[src/rtl/nbcac_pkg.sv]
// Shared NBCAC definitions: data/code widths, the per-wire weight table and the
// reference encoder used by both the 18-wire encoder and the decoder's self-check.
package nbcac_pkg;

   localparam int NBCAC_DATA_W = 13;
   localparam int NBCAC_CODE_W = 18;
   localparam int NBCAC_SUM_W  = 14;
   localparam int NBCAC_HALF_W = 9;

   // Fibonacci weights F(1)..F(17) on wires 1..17, F(19) on wire 18. Each weight is
   // at most one more than the sum of all lower weights, so greedy encoding is exact.
   localparam logic [NBCAC_DATA_W-1:0] NBCAC_W [NBCAC_CODE_W:1] = '{
      13'd4181, 13'd1597, 13'd987, 13'd610, 13'd377, 13'd233, 13'd144, 13'd89, 13'd55,
      13'd34,   13'd21,   13'd13,  13'd8,   13'd5,   13'd3,   13'd2,   13'd1,  13'd1
   };

   function automatic logic [NBCAC_CODE_W:1] nbcac_13di_encoder_core(
      input logic [NBCAC_DATA_W-1:0] data
   );
      logic [NBCAC_SUM_W-1:0]  rem;
      logic [NBCAC_CODE_W:1]   code;
      rem  = {1'b0, data};
      code = '0;
      for (int i = NBCAC_CODE_W; i >= 1; i--) begin
         if (rem >= {1'b0, NBCAC_W[i]}) begin
            code[i] = 1'b1;
            rem     = rem - {1'b0, NBCAC_W[i]};
         end
      end
      return code;
   endfunction

endpackage

[src/rtl/nbcac_13di_decoder_core.sv]
// Combinational weighted sum of a 9-wire slice of an NBCAC codeword; BASE selects
// which wires of the full codeword the slice represents (slice bit j = wire BASE+j+1).
module nbcac_13di_decoder_core
   import nbcac_pkg::*;
#(
   parameter int BASE = 0
) (
   input  logic [NBCAC_HALF_W-1:0] i_bits,
   output logic [NBCAC_SUM_W-1:0]  o_sum
);

   always_comb begin
      o_sum = '0;
      for (int j = 0; j < NBCAC_HALF_W; j++) begin
         if (i_bits[j]) begin
            o_sum = o_sum + {1'b0, NBCAC_W[BASE + j + 1]};
         end
      end
   end

endmodule

[src/rtl/nbcac_decoder_18.sv]
// Two-stage pipelined 18-wire NBCAC decoder with overflow flag and saturating error count.
// Define NBCAC_DEC_CHECK_EN to add re-encode checking of every decoded word.
module nbcac_decoder_18
   import nbcac_pkg::*;
#(
   parameter int ERR_CNT_W = 8
) (
   input  logic                    clock,
   input  logic                    rst,
   input  logic [NBCAC_CODE_W:1]   codein,
   input  logic                    in_valid,
   output logic                    in_ready,
   output logic [NBCAC_DATA_W-1:0] dataout,
   output logic                    out_valid,
   input  logic                    out_ready,
   output logic                    code_err,
   output logic [ERR_CNT_W-1:0]    err_cnt
);

   // Handshake: a word moves across a port on a rising edge where valid && ready;
   // valid never depends on ready, and held data stays stable until it transfers.
   logic                   r_s1_valid;
   logic [NBCAC_SUM_W-1:0] r_s1_lo;
   logic [NBCAC_SUM_W-1:0] r_s1_hi;
   logic                   r_s2_valid;
   logic [NBCAC_SUM_W-1:0] r_s2_sum;

   logic [NBCAC_SUM_W-1:0] w_lo_sum;
   logic [NBCAC_SUM_W-1:0] w_hi_sum;
   logic                   w_out_xfer;
   logic                   w_s2_load;
   logic                   w_ovf;

   nbcac_13di_decoder_core #(.BASE(0)) u_core_lo (
      .i_bits (codein[NBCAC_HALF_W:1]),
      .o_sum  (w_lo_sum)
   );

   nbcac_13di_decoder_core #(.BASE(NBCAC_HALF_W)) u_core_hi (
      .i_bits (codein[NBCAC_CODE_W:NBCAC_HALF_W+1]),
      .o_sum  (w_hi_sum)
   );

   assign w_out_xfer = r_s2_valid && out_ready;
   assign w_s2_load  = !r_s2_valid || w_out_xfer;
   assign in_ready   = !r_s1_valid || w_s2_load;
   assign out_valid  = r_s2_valid;
   assign dataout    = r_s2_sum[NBCAC_DATA_W-1:0];
   assign w_ovf      = r_s2_sum[NBCAC_SUM_W-1];

   always_ff @(posedge clock or posedge rst) begin
      if (rst) begin
         r_s1_valid <= 1'b0;
         r_s1_lo    <= '0;
         r_s1_hi    <= '0;
      end else if (in_ready) begin
         r_s1_valid <= in_valid;
         if (in_valid) begin
            r_s1_lo <= w_lo_sum;
            r_s1_hi <= w_hi_sum;
         end
      end
   end

   always_ff @(posedge clock or posedge rst) begin
      if (rst) begin
         r_s2_valid <= 1'b0;
         r_s2_sum   <= '0;
      end else if (w_s2_load) begin
         r_s2_valid <= r_s1_valid;
         if (r_s1_valid) begin
            r_s2_sum <= r_s1_lo + r_s1_hi;
         end
      end
   end

`ifdef NBCAC_DEC_CHECK_EN
   logic [NBCAC_CODE_W:1] r_s1_code;
   logic [NBCAC_CODE_W:1] r_s2_code;
   logic [NBCAC_CODE_W:1] w_reenc;
   logic [ERR_CNT_W-1:0]  r_err_cnt;

   always_ff @(posedge clock or posedge rst) begin
      if (rst) begin
         r_s1_code <= '0;
         r_s2_code <= '0;
      end else begin
         if (in_ready && in_valid) begin
            r_s1_code <= codein;
         end
         if (w_s2_load && r_s1_valid) begin
            r_s2_code <= r_s1_code;
         end
      end
   end

   // A non-canonical codeword decodes to a value whose canonical encoding differs.
   assign w_reenc  = nbcac_13di_encoder_core(r_s2_sum[NBCAC_DATA_W-1:0]);
   assign code_err = w_ovf || (w_reenc != r_s2_code);

   always_ff @(posedge clock or posedge rst) begin
      if (rst) begin
         r_err_cnt <= '0;
      end else if (w_out_xfer && code_err && (r_err_cnt != {ERR_CNT_W{1'b1}})) begin
         r_err_cnt <= r_err_cnt + {{(ERR_CNT_W-1){1'b0}}, 1'b1};
      end
   end

   assign err_cnt = r_err_cnt;
`else
   assign code_err = w_ovf;
   assign err_cnt  = '0;
`endif

endmodule

[config.mk]
export PLATFORM = sky130hd
export DESIGN_NAME = nbcac_decoder_18
export DESIGN_NICKNAME = d
export VERILOG_FILES = /design/src/rtl/nbcac_pkg.sv /design/src/rtl/nbcac_13di_decoder_core.sv /design/src/rtl/nbcac_decoder_18.sv
export SDC_FILE = /design/constraint.sdc
export NUM_CORES = 1
export LEC_CHECK = 0
export ABC_AREA = 0
export BUFFER_PORTS_ARGS = -buffer_cell sky130_fd_sc_hd__buf_4
export CAP_MARGIN = 20
export CORE_MARGIN = 4
export CORE_UTILIZATION = 45
export DETAILED_ROUTE_END_ITERATION = 12
export PLACE_DENSITY = 0.64
export SLEW_MARGIN = 10
export SYNTH_ARGS = -nofsm -noshare
export SYNTH_HDL_FRONTEND = slang
export SYNTH_SLANG_ARGS = --single-unit
[constraint.sdc]
create_clock -name clock -period 7.2 [get_ports clock]
set_clock_uncertainty 0.1 [all_clocks]
set_input_delay 2.16 -clock clock [delete_from_list [all_inputs] [get_ports clock]]
set_output_delay 2.16 -clock clock [all_outputs]
set_load 0.1 [all_outputs]
==> impl_metrics.tcl <==
set metrics [dict create \
    cts-htree-levels 2 \
    holdCritPathClass "reg2reg" \
    ys_types 82 \
    path_clk_slew_ns 0.08 \
    timing.fmax_mhz 148 \
    timing.max_slew.rel_slack_pct 52.9 \
    post-cts-setup-buffer-count 0 \
    floorplan.io_pins 46 \
    clock-root-buffer "sky130_fd_sc_hd__clkbuf_8" \
    utilization_pct 50.9 \
    yosys.area.top_type "sky130_fd_sc_hd__dfrtp_1" \
    route.vias.total 4186 \
    pre_cts_ws_ns 0.135 \
    synth_ff_type "sky130_fd_sc_hd__dfrtp_1" \
    global_route_wire_length_before_repair_mm 17.7 \
    finalInstanceArea_um2 5280 \
    floorplan.die.width_um 111 \
    critical_path_arrival_ns 6.88 \
    hold_path_end "r_s2_sum[10]$_DFFE_PP0P_" \
    first_pass_iters 4 \
    synth_cells 600 \
    first_iter_violations 188 \
    fin_crit_ns 6.78 \
    grt_start_max_net_pins 45 \
    number_of_antenna_diodes 0 \
    synth-edff-count 0 \
    cts_buffer_count 5 \
    power_density_of_the_placed_cells_nw_per_um2 320 \
    vias_per_cell 5.48 \
    insertion_delay_ns 0.29 \
    initial_antenna_violation_count 0 \
    fill_cells 1042 \
    design_power_total_mw 1.69 \
    worst_hold_path.num_cells 2 \
    grt_overflow 0 \
    gr-usage-all-layers_pct 16.3 \
    synth_area_um2 4800 \
    rrSetupSlack_ns 4.29 \
    crit_path_start_kind "input pin" \
    total_routed_wirelength_mm 10.1 \
    place.detailed.hpwl_mm 8.29 \
    critical_path.reg2reg.startpoint "r_s1_lo[1]$_DFFE_PP0P_" \
    async_reset_ff_share_pct 100 \
    timing.final.crit_share_pct 94.1 \
    die_h_um 111 \
    type_of_destination_of_the_critical_path "flip-flop" \
    initial_core_util_pct 46.3 \
    timing_max_transition_violations_final 0 \
    post-route-drc-count 0 \
    ys_seq_area_share_pct 20.3 \
    synthToLayoutAreaGrowth_pct 10.0 \
    place.gp.congestion 0.835 \
    setup_slack_ns 0.422 \
    cts_hold_repair.buffers 0 \
    via_count_of_the_first_global_routing_pass 3989 \
    critical_path.max_fanout 9 \
    path_class "in2reg" \
    power.static_leakage_nw 2.29 \
    design.core.area_um2 10400 \
    timing.hold.worst.start "r_s2_sum[10]$_DFFE_PP0P_" \
    placementRows 37 \
    number_of_clock_sinks_seen_by_cts 39 \
    fin_tns_setup_ns 0 \
    setup_repair_after_global_routing_missed_its_margin "no" \
    detail_route.wl_per_cell_um 13.3 \
    timing.max_cap.violations 0 \
    synth-seq-cells 39 \
    setup_viol 0 \
    worst_ir_drop_on_vdd_v 0.000301 \
    ys_warn_count 0 \
    route.antenna.remaining_nets 0 \
    hold_viol_final 0 \
    placement.io_buffers 37 \
    final_net_count 680 \
    outcome "finished clean" \
    worstRegToRegCells 14 \
    dieArea_um2 12400 \
    worst_pin_slew_ns 0.689 \
    syn-mean-instance-area_um2 8.00 \
    final_layout_size_suffix_gt1_share_pct 13.1 \
    synth_largest_type_area_fraction_pct 20.3 \
    reg2reg_to "r_s2_sum[13]$_DFFE_PP0P_" \
    cts_tree "built" \
    cts.path.max_buffers 2 \
    timing.critical_path.required_ns 7.30 \
    placement.cell_area_um2 5160 \
    synth.top_cells.by_area "sky130_fd_sc_hd__dfrtp_1 (20%), sky130_fd_sc_hd__xnor2_1 (8.6%), sky130_fd_sc_hd__ha_1 (7.6%)" \
    ctsResizeCount 0 \
]
[worst max path at each step]
stage / start / to / cells after the start
finish: codein[11] / r_s1_hi[11]$_DFFE_PP0P_ / 21
global route: codein[11] / r_s1_hi[13]$_DFFE_PP0P_ / 21
CTS: codein[11] / r_s1_hi[11]$_DFFE_PP0P_ / 21
detailed placement: codein[11] / r_s1_hi[11]$_DFFE_PP0P_ / 21
global placement: codein[10] / r_s1_hi[13]$_DFFE_PP0P_ / 21
floorplan: codein[10] / r_s1_hi[13]$_DFFE_PP0P_ / 21
[layout by cell type (no fill, tap or decap), types with 22 or more instances in the layout]
| cell | netlist | layout |
|---|---|---|
| sky130_fd_sc_hd__a21oi_1 | 22 | 22 |
| sky130_fd_sc_hd__buf_4 | 8 | 44 |
| sky130_fd_sc_hd__dfrtp_1 | 39 | 39 |
| sky130_fd_sc_hd__ha_1 | 29 | 29 |
| sky130_fd_sc_hd__inv_1 | 27 | 27 |
| sky130_fd_sc_hd__nand2_1 | 69 | 69 |
| sky130_fd_sc_hd__nor2_1 | 31 | 31 |
| sky130_fd_sc_hd__o21ai_0 | 51 | 51 |
| sky130_fd_sc_hd__xnor2_1 | 47 | 47 |
| sky130_fd_sc_hd__xor2_1 | 24 | 24 |
[worst max-delay path: stages]
cell                       delay, ns
sky130_fd_sc_hd__buf_4          0.15
sky130_fd_sc_hd__inv_1          0.10
sky130_fd_sc_hd__ha_1           0.33
sky130_fd_sc_hd__mux2_2         0.25
sky130_fd_sc_hd__ha_1           0.21
sky130_fd_sc_hd__nand2_1        0.11
sky130_fd_sc_hd__and3_1         0.24
sky130_fd_sc_hd__nor2_1         0.11
sky130_fd_sc_hd__ha_1           0.19
sky130_fd_sc_hd__inv_1          0.04
sky130_fd_sc_hd__or2_2          0.29
sky130_fd_sc_hd__o311ai_1       0.39
sky130_fd_sc_hd__xnor2_1        0.23
sky130_fd_sc_hd__a31oi_1        0.09
sky130_fd_sc_hd__or3_1          0.45
sky130_fd_sc_hd__or4b_1         0.52
sky130_fd_sc_hd__a21boi_2       0.19
sky130_fd_sc_hd__nand2_1        0.07
sky130_fd_sc_hd__a211o_1        0.34
sky130_fd_sc_hd__o21a_1         0.23
sky130_fd_sc_hd__o31ai_2        0.18
[sequential cells by signal, summed over array words and instances, names as in the netlist]
name and count:
r_s2_sum 14, out_valid 1, r_s1_hi 14, r_s1_lo 9
r_s1_valid 1
[report_power, final]
group	switching (mW)	internal, mW	total [mW]	leakage (nW)
combinational	0.744	0.403	1.15	1.75
sequential	0.0528	0.305	0.358	0.484
clock	0.0725	0.112	0.185	0.0612
total	0.869	0.820	1.69	2.29
[area by class of cell]
type,count,area [um2],share of cell area [%]
multi-input combinational,510,3590,67.9
tap,136,170,3.22
inverter,27,101,1.92
clock inverter,2,35.0,0.663
timing repair buffer,44,330,6.25
sequential,39,976,18.5
clock buffer,6,82.6,1.56
[stage by stage]
stage | instances | hold slack (ns)
2_1_floorplan | 607 | 0.354
3_3_place_gp | 756 | 0.365
3_5_place_dp | 756 | 0.372
4_1_cts | 764 | 0.389
5_1_grt | 764 | 0.429
6_report | 764 | 0.379
[metal layers]
layer	share of wire, %	vias to the layer above	track usage (%)
li1	-	2177	-
met1	44	1952	19.0
met2	53	52	32.2
met3	2.6	5	1.64
met4	0.54	0	2.35
met5	0	-	0
[kinds of logic after synthesis]
group | Yosys count | share of synthesized area [%]
muxes | 15 | 3.26
AOI/OAI and AO/OA | 169 | 24.2
DFF | 39 | 20.3
other | 1 | 0.0781
xor gates and xnor gates | 79 | 15.9
and+or+nand+nor | 208 | 22.3
adders and majority gates | 31 | 8.39
buffers and inverters | 58 | 5.50
[cell usage after synthesis (8+ instances only)]
library cell,count
sky130_fd_sc_hd__xnor2_1,47
sky130_fd_sc_hd__a21o_1,8
sky130_fd_sc_hd__and2_1,12
sky130_fd_sc_hd__o21ai_0,51
sky130_fd_sc_hd__nand2b_1,14
sky130_fd_sc_hd__ha_1,29
sky130_fd_sc_hd__nor2_1,31
sky130_fd_sc_hd__xor2_1,24
sky130_fd_sc_hd__dfrtp_1,39
sky130_fd_sc_hd__nor3_1,12
sky130_fd_sc_hd__nand3_1,13
sky130_fd_sc_hd__a21oi_1,22
sky130_fd_sc_hd__buf_4,8
sky130_fd_sc_hd__inv_1,27
sky130_fd_sc_hd__mux2i_1,10
sky130_fd_sc_hd__o21bai_1,8
sky130_fd_sc_hd__a31oi_1,10
sky130_fd_sc_hd__nor2b_1,15
sky130_fd_sc_hd__nand2_1,69
sky130_fd_sc_hd__clkbuf_1,15
Power figures use the tool's default switching activity.
